[src/rtl/lc3_mem_sequencer_pkg.sv]
`default_nettype none
// +-----------------------------------------------------------------------+
// | lc3_mem_pkg : shared types, opcodes and helpers for the LC3 mem stage |
// | Revision 1.0                                                          |
// +-----------------------------------------------------------------------+
package lc3_mem_pkg;

  typedef enum logic [1:0] {
    IDLE  = 2'b11,
    IND   = 2'b10,
    READ  = 2'b00,
    WRITE = 2'b01
  } mem_state_t;

  localparam logic [3:0] OP_LD  = 4'b0010;
  localparam logic [3:0] OP_LDR = 4'b0110;
  localparam logic [3:0] OP_LDI = 4'b1010;
  localparam logic [3:0] OP_ST  = 4'b0011;
  localparam logic [3:0] OP_STR = 4'b0111;
  localparam logic [3:0] OP_STI = 4'b1011;

  function automatic logic is_load(input logic [3:0] op);
    return (op == OP_LD) || (op == OP_LDR) || (op == OP_LDI);
  endfunction

  function automatic logic is_store(input logic [3:0] op);
    return (op == OP_ST) || (op == OP_STR) || (op == OP_STI);
  endfunction

  function automatic logic is_indirect(input logic [3:0] op);
    return (op == OP_LDI) || (op == OP_STI);
  endfunction

endpackage
`default_nettype wire

[src/rtl/lc3_mem_sequencer_if.sv]
`default_nettype none
// +-----------------------------------------------------------------------+
// | lc3_mem_sequencer_if : sequencer <-> MemAccess control/data bus       |
// | Revision 1.0                                                          |
// +-----------------------------------------------------------------------+
interface lc3_mem_sequencer_if #(
  parameter int ADDR_W = 16,
  parameter int DATA_W = 16
);
  logic [1:0]        mem_state;
  logic              M_control;
  logic [ADDR_W-1:0] M_addr;
  logic [DATA_W-1:0] M_Data;
  logic [DATA_W-1:0] DMem_dout;

  modport master (
    output mem_state,
    output M_control,
    output M_addr,
    output M_Data,
    input  DMem_dout
  );

  modport slave (
    input  mem_state,
    input  M_control,
    input  M_addr,
    input  M_Data,
    output DMem_dout
  );
endinterface
`default_nettype wire

[src/rtl/lc3_mem_sequencer.sv]
`default_nettype none
// +-----------------------------------------------------------------------+
// | lc3_mem_sequencer : steps LD/LDR/LDI/ST/STR/STI through memory phases |
// | Revision 1.0                                                          |
// +-----------------------------------------------------------------------+
module lc3_mem_sequencer
  import lc3_mem_pkg::*;
#(
  parameter int ADDR_W = 16,
  parameter int DATA_W = 16
) (
  input  wire logic              clock,
  input  wire logic              reset,
  input  wire logic              instr_valid,
  input  wire logic [3:0]        opcode,
  input  wire logic [ADDR_W-1:0] ea,
  input  wire logic [DATA_W-1:0] store_data,
  lc3_mem_sequencer_if.master    bus,
  output logic                   busy,
  output logic                   done,
  output logic [DATA_W-1:0]      load_value,
  output logic                   protocol_err
);

  mem_state_t        state;
  logic              load_op;
  logic              ctrl;
  logic [ADDR_W-1:0] addr;
  logic [DATA_W-1:0] wdata;

  assign bus.mem_state = state;
  assign bus.M_control = ctrl;
  assign bus.M_addr    = addr;
  assign bus.M_Data    = wdata;

  always_ff @(posedge clock or negedge reset) begin
    if (!reset) begin
      state        <= IDLE;
      load_op      <= 1'b0;
      ctrl         <= 1'b0;
      addr         <= '0;
      wdata        <= '0;
      busy         <= 1'b0;
      done         <= 1'b0;
      load_value   <= '0;
      protocol_err <= 1'b0;
    end else begin
      done <= 1'b0;
      if (state != IDLE && instr_valid) begin
        protocol_err <= 1'b1;
      end

      case (state)
        IDLE: begin
          if (instr_valid && (is_load(opcode) || is_store(opcode))) begin
            addr    <= ea;
            load_op <= is_load(opcode);
            busy    <= 1'b1;
            if (is_store(opcode)) begin
              wdata <= store_data;
            end
            if (is_indirect(opcode)) begin
              state <= IND;
            end else if (is_load(opcode)) begin
              state <= READ;
            end else begin
              state <= WRITE;
            end
          end
        end

        // Pointer fetched this cycle becomes the address of the second access.
        IND: begin
          addr  <= bus.DMem_dout;
          ctrl  <= 1'b1;
          state <= load_op ? READ : WRITE;
        end

        READ: begin
          load_value <= bus.DMem_dout;
          ctrl       <= 1'b0;
          busy       <= 1'b0;
          done       <= 1'b1;
          state      <= IDLE;
        end

        WRITE: begin
          ctrl  <= 1'b0;
          busy  <= 1'b0;
          done  <= 1'b1;
          state <= IDLE;
        end

        default: begin
          ctrl  <= 1'b0;
          busy  <= 1'b0;
          state <= IDLE;
        end
      endcase
    end
  end

endmodule
`default_nettype wire

[src/flat_wrapper.sv]
// flat-port wrapper written by rule: the top's interface ports become plain ports
module lc3_mem_sequencer_flat import lc3_mem_pkg::*;
#(
  parameter int ADDR_W = 16,
  parameter int DATA_W = 16
)
  (clock, reset, instr_valid, opcode, ea, store_data, busy, done, load_value, protocol_err, bus_mem_state, bus_M_control, bus_M_addr, bus_M_Data, bus_DMem_dout);
  lc3_mem_sequencer_if #(.ADDR_W(ADDR_W), .DATA_W(DATA_W)) bus_i ();
  input  wire logic clock;
  input  wire logic reset;
  input  wire logic instr_valid;
  input  wire logic [3:0] opcode;
  input  wire logic [ADDR_W-1:0] ea;
  input  wire logic [DATA_W-1:0] store_data;
  output logic busy;
  output logic done;
  output logic [DATA_W-1:0] load_value;
  output logic protocol_err;
  output wire logic [$bits(bus_i.mem_state)-1:0] bus_mem_state;
  output wire logic [$bits(bus_i.M_control)-1:0] bus_M_control;
  output wire logic [$bits(bus_i.M_addr)-1:0] bus_M_addr;
  output wire logic [$bits(bus_i.M_Data)-1:0] bus_M_Data;
  input wire logic [$bits(bus_i.DMem_dout)-1:0] bus_DMem_dout;
  assign bus_mem_state = bus_i.mem_state;
  assign bus_M_control = bus_i.M_control;
  assign bus_M_addr = bus_i.M_addr;
  assign bus_M_Data = bus_i.M_Data;
  assign bus_i.DMem_dout = bus_DMem_dout;
  lc3_mem_sequencer #(.ADDR_W(ADDR_W), .DATA_W(DATA_W)) u_core (.clock(clock), .reset(reset), .instr_valid(instr_valid), .opcode(opcode), .ea(ea), .store_data(store_data), .bus(bus_i), .busy(busy), .done(done), .load_value(load_value), .protocol_err(protocol_err));
endmodule
[config.mk]
export PLATFORM = sky130hd
export DESIGN_NAME = lc3_mem_sequencer_flat
export DESIGN_NICKNAME = d
export VERILOG_FILES = /design/src/rtl/lc3_mem_sequencer_pkg.sv /design/src/rtl/lc3_mem_sequencer_if.sv /design/src/rtl/lc3_mem_sequencer.sv /design/src/flat_wrapper.sv
export SDC_FILE = /design/constraint.sdc
export NUM_CORES = 1
export LEC_CHECK = 0
export BUFFER_PORTS_ARGS = -buffer_cell sky130_fd_sc_hd__buf_2
export CAP_MARGIN = 40
export CORE_MARGIN = 2
export CORE_UTILIZATION = 45
export DETAILED_ROUTE_END_ITERATION = 10
export GPL_TIMING_DRIVEN = 0
export HOLD_SLACK_MARGIN = 0.15
export PLACE_DENSITY_LB_ADDON = 0.1
export SLEW_MARGIN = 20
export SYNTH_ARGS = -nofsm -noshare
export SYNTH_HDL_FRONTEND = slang
export SYNTH_SLANG_ARGS = --single-unit
[constraint.sdc]
create_clock -name clock -period 2.6 [get_ports clock]
set_input_delay 0.26 -clock clock [delete_from_list [all_inputs] [get_ports clock]]
set_output_delay 0.26 -clock clock [all_outputs]
set_load 0.1 [all_outputs]
# --- After elaboration in Yosys (flattened, before gate mapping) ---
# Index checks and enable logic that the tools add are counted.
word_totals:
  register_bits: 55
  romBits: 0
  wordCells: 48
  mem_count: 0
  latchBits: 0
  ram_bits: 0
  out_inout_bits: 54
classes:
  add_sub_neg: 0
  reduce_logical: 17
  n_bitwise: 0
  n_eq_ne: 11
  n_mux: 11
  div_mod_pow: 0
  magnitude_cmp: 0
  n_mul: 0
  shifts: 0
op_table:
  columns: ["op", "n"]
  rows:
  - ["$pmux 16 s2", 1]
  - ["$mux 16", 1]
  - ["$eq 4x2->1 const B", 2]
  - ["$eq 4x3->1 const B", 2]
  - ["$eq 4x4->1 const B", 2]
  - ["$logic_or 1x1->1", 6]
  - ["$pmux 2 s3", 1]
  - ["$reduce_and 2->1", 3]
  - ["$reduce_bool 2->1", 3]
  - ["$eq 2x2->1 const B", 2]
  - ["$mux 1", 4]
  - ["$mux 2", 2]
  - ["$pmux 1 s2", 2]
  - ["$reduce_and 3->1", 1]
  - ["$eq 2x1->1 const B", 1]
  - ["$logic_and 1x1->1", 2]
  - ["$logic_not 2->1", 1]
  - ["$ne 2x1->1 const B", 1]
  - ["$ne 2x2->1 const B", 1]
  - ["$reduce_or 2->1", 1]

# --- Logic depth before layout (Yosys ltp) ---
depth:
  ltp_word: 7
  depth_mapped: 5
  mapped_depth_nobuf: 3

# --- Worst setup path after synthesis ---
# Ideal clock, no wire load.
synth_path:
  path_type: "register to register"
  from: "reg u_core.state[1] (netlist: u_core.bus.mem_state[1])"
  to: "reg u_core.wdata[10] (netlist: u_core.bus.M_Data[10])"
  stages_incl_launch_ff: 6
  synth_period_minus_slack_ns: 1.988
  setup_ns: 0.125
  t_arrival_ns: 1.862
  path_slack_ns: 0.612
  path_cell_list: "dfstp_2 -> and2_1 -> buf_4 -> nand4_4 -> buf_6 -> mux2_4"
synth_via:
  elab_chain_len: 2
synth_lines:
  columns: ["element", "line", "text"]
  rows:
  - ["start, declared", "lc3_mem_sequencer.sv:25", "mem_state_t state;"]
  - ["start signal, assigned", "lc3_mem_sequencer.sv:76", "state <= load_op ? READ : WRITE;"]
  - ["$eq 2x2->1", "lc3_mem_sequencer.sv:53", "case (state)"]
  - ["$reduce_and 3->1 (no source line)", null, null]
  - ["end signal, assigned", "lc3_mem_sequencer.sv:60", "wdata <= store_data;"]
  - ["end, declared", "lc3_mem_sequencer.sv:29", "logic [DATA_W-1:0] wdata;"]
# Every way passes these cells.
# A chain may end at the register's enable or synchronous reset.

# --- Worst setup path after layout ---
layout_path:
  from: "reg u_core.state[1] (netlist: u_core.bus.mem_state[1])"
  to: "reg u_core.wdata[7] (netlist: u_core.bus.M_Data[7])"
# The elaborated chain is that of the path after synthesis.

==> results by stage <==
Worst setup path:
- The kind of end point of the critical path is a flop.
- The number of cell instances on the worst register-to-register path is 5.
- The critical path class is flop to flop.
- The number of cells on the critical path is 5.
- The worst register-to-register path begins at u_core.bus.mem_state[1].
- The cell type of the slowest stage on the worst timing path is dfstp_2.
- STA classifies the critical path startpoint as a flop.
- The required time reported for the critical path endpoint is 2.80 ns.
- Walking the worst path, the cells encountered are and2_1, buf_4, nand4_4, buf_6, mux2_4.
- The critical path starts at u_core.bus.mem_state[1].
- The kind of cell with the highest combined delay along the critical path is flip-flops.
- The number of buffers and inverters on the critical path is 2.
- The largest single stage delay on the critical path is 0.61 ns.
- The arrival time of data at the critical path endpoint is 1.96 ns.
- In this run the worst path has a maximum fanout of 10.

Placed design:
- Input and output buffers added on the ports amount to 108.
- Once detailed placement completed, the half-perimeter wirelength came to 4.21 mm.
- The weighted congestion at the end of routability-driven global placement is 0.833.

Clock tree:
- The hold buffer count at cts is 1.
- The post-cts repair resize count is 0.
- The clock tree from TritonCTS is done.
- The root buffer cell chosen for the clock tree is clkbuf_8.
- The number of buffers on the longest clock path is 2.
- The number of buffers created by CTS is 5.
- In this run the number of H-tree levels came out at 2.
- Buffers added to address setup during post-CTS repair amount to 0.
- The clock-pin slew of the registers on the worst-case setup and hold paths is 0.10 ns.
- The clock sink total is 55.
- At the later pin of the worst-skew pair, clock insertion delay measures 0.31 ns.

Detailed routing:
- Once detail routing completed, the nets flagged for antenna violations numbered 0.
- Dividing the detail-routed wire length by the instance count gives 15.9 µm.
- The first-pass iteration count of the detailed router is 4.
- The total wire length is 5.98 mm.
- The number of DRC violations after detailed-routing iteration 0 is 171.
- Across all layers, the routed design uses 2,005 vias.
- In the routed layout, each cell is associated on average with a via count of 5.35.
- The DRC violations left is 0.

Yosys:
- After synthesis, the largest area contributor takes up 55.3% of total cell area.
- The mapped cell area is 2400 µm².
- In this run, distinct cell masters in the synthesized netlist total 25.
- The share of the yosys chip area belonging to registers is 57.5%.
- In this run the mean area of a mapped cell was 12.8 µm².
- The library cell with the highest instance count after synthesis is dfrtp_1.
- Yosys printed 0 warnings.
- After synthesis, the share of flip-flops with an asynchronous set or reset is 100%.
- The cell type with the highest aggregate area in the netlist is dfrtp_1.
- The number of nets produced by synthesis is 243.
- The number of enable flip-flop cells after synthesis is 0.
- By area the synthesized netlist is led by dfrtp_1, mux2_2, mux2_4, a22oi_1, o211ai_1.
- The number of standard cells after synthesis is 188.
- Ranked by instance count, the synthesized netlist is headed by dfrtp_1, mux2_2, nand3_1.
- The most used flip-flop cell after synthesis is dfrtp_1.
- The number of flip-flops and latches in the synthesized netlist is 55.

STA:
- Setup violations remaining at the end of the flow were counted as 0.
- After layout, the worst path uses 67.6% of the clock period.
- The final number of max-transition violations is 0.
- The number of hold violations in the final report is 0.
- Setup repair after global routing left no endpoint under its margin.
- The minimum period implied by the final worst setup slack is 1.76 ns.
- The worst setup skew after layout is 0.00724 ns.
- Final hold analysis gives a worst-case slack of 0.170 ns.
- The sum of negative setup slack is 0 ns.
- For the pin with the worst max-slew slack, the measured transition is 0.698 ns.
- The remaining max-slew budget at the tightest pin is 53.5%.
- The maximum clock frequency is 569 MHz.

Floorplan:
- From bottom edge to top edge, the die measures 77.0 µm.
- The area inside the core boundary is 5140 µm².
- In this run the core area contains 26 standard-cell rows.
- The initial utilization of the core area, before any placement, comes to 46.7%.
- The full die area is 5930 µm².
- 109 I/O pins were placed.
- The floorplan step set the die width to 77.0 µm.

Global route:
- For this run, the total global-route usage over all layers was measured as 20.5%.
- The initial antenna violation count is 0.
- For this run the aggregate overflow at the end of global routing stands at 0.
- The via count of the first global-routing pass is 1,961.
- Entering global routing, the biggest net connects 56 pins.
- The first-pass GRT wire length is 9.68 mm.

Finish:
- At the end of the flow, the number of nets in the layout was 359.
- The number of inserted diodes is 0.
- In the final layout, the share of cells above drive strength 1 is 51.1%.
- The area growth from synthesis to final layout is 30.6%.

Worst hold path:
- In this run the most critical hold path is launched from instr_valid.
- The count of cells along the worst hold path is 2.
- The path class of the tightest hold or removal check is primary input to flop.

Status:
- The flow ran to the end, and the final reports show no timing, DRC or antenna violations.

Run:
- The number of max-capacitance violations reported is 0.
logic make-up (layout without fill, tap and decap cells):
family / count (synthesis) / after routing / share of synthesized area [%]
muxes: 32 / 32 / 16.6
DFF: 55 / 55 / 57.5
AOI/OAI and AO/OA: 38 / 38 / 11.6
buffers and inverters: 17 / 134 / 3.29
and+or+nand+nor: 46 / 46 / 11.0
per-layer routing:
layer  routed length, µm  part of all wire, %  vias to the layer above  GRT usage (%)
met2                2770                   46                       81           31.3
met3                 428                  7.2                        9           5.18
met1                2700                   45                      970           28.5
met5                   0                    0                        -              0
met4                  78                  1.3                        0           7.14
li1                    -                    -                      945              -
worst reg2reg max path: cells and delay by family (launching register included):
family,cells,cell delay [ns]
buffers and inverters,2,0.40
AND/OR/NAND/NOR,2,0.34
multiplexers,1,0.30
flip-flops,1,0.61
cell type report:
| cell class | count | area (µm²) |
|---|---|---|
| Fill cell | 474 | 2010 |
| Sequential cell | 55 | 1380 |
| Multi-Input combinational cell | 116 | 941 |
| Timing Repair Buffer | 109 | 553 |
| Tap cell | 70 | 87.6 |
| Buffer | 15 | 71.3 |
| Clock buffer | 5 | 68.8 |
| Clock inverter | 3 | 25.0 |
| Inverter | 2 | 7.51 |
registers in the layout (all words and copies together), names as in the netlist:
register              count
u_core.bus.M_addr        16
u_core.bus.mem_state      2
u_core.bus.M_control      1
u_core.load_value        16
u_core.busy               1
u_core.done               1
u_core.protocol_err       1
u_core.bus.M_Data        16
u_core.load_op            1
through the flow:
stage / std cells / cell area [µm²] / util, % / setup WS, ns
finish: 375 / 3130 / 61.0 / 0.843
floorplan: 188 / 2400 / - / 0.613
global route: 375 / 3130 / 61.0 / 0.716
CTS: 375 / 3130 / 61.0 / 0.803
detailed placement: 366 / 3030 / 58.9 / 0.837
global placement: 366 / 3030 / 58.9 / 0.847
worst paths after layout:
path	slack (ns)	end
hold / removal	0.17	u_core.protocol_err
setup / recovery	0.84	u_core.bus.M_Data[7]
hold reg to reg	0.42	u_core.bus.mem_state[0]
setup reg to reg	0.84	u_core.bus.M_Data[7]
min in group asynchronous	0.53	u_core.bus.M_addr[0]
max in group asynchronous	1.61	u_core.bus.M_addr[8]
layout by cell type (no fill, tap or decap), drive strengths merged, types with 2 or more instances in the layout:
| cell | count |
|---|---|
| a22oi | 16 |
| nand2 | 6 |
| nor2b | 2 |
| clkinv | 3 |
| dfrtp | 53 |
| o21ai | 2 |
| mux2 | 32 |
| o211ai | 16 |
| nand3 | 17 |
| clkbuf | 16 |
| dfstp | 2 |
| and2 | 3 |
| buf | 112 |
| nand4 | 17 |
Power is not shown: default switching activity piles up to over one toggle a cycle in this logic, so the estimate is an artifact.
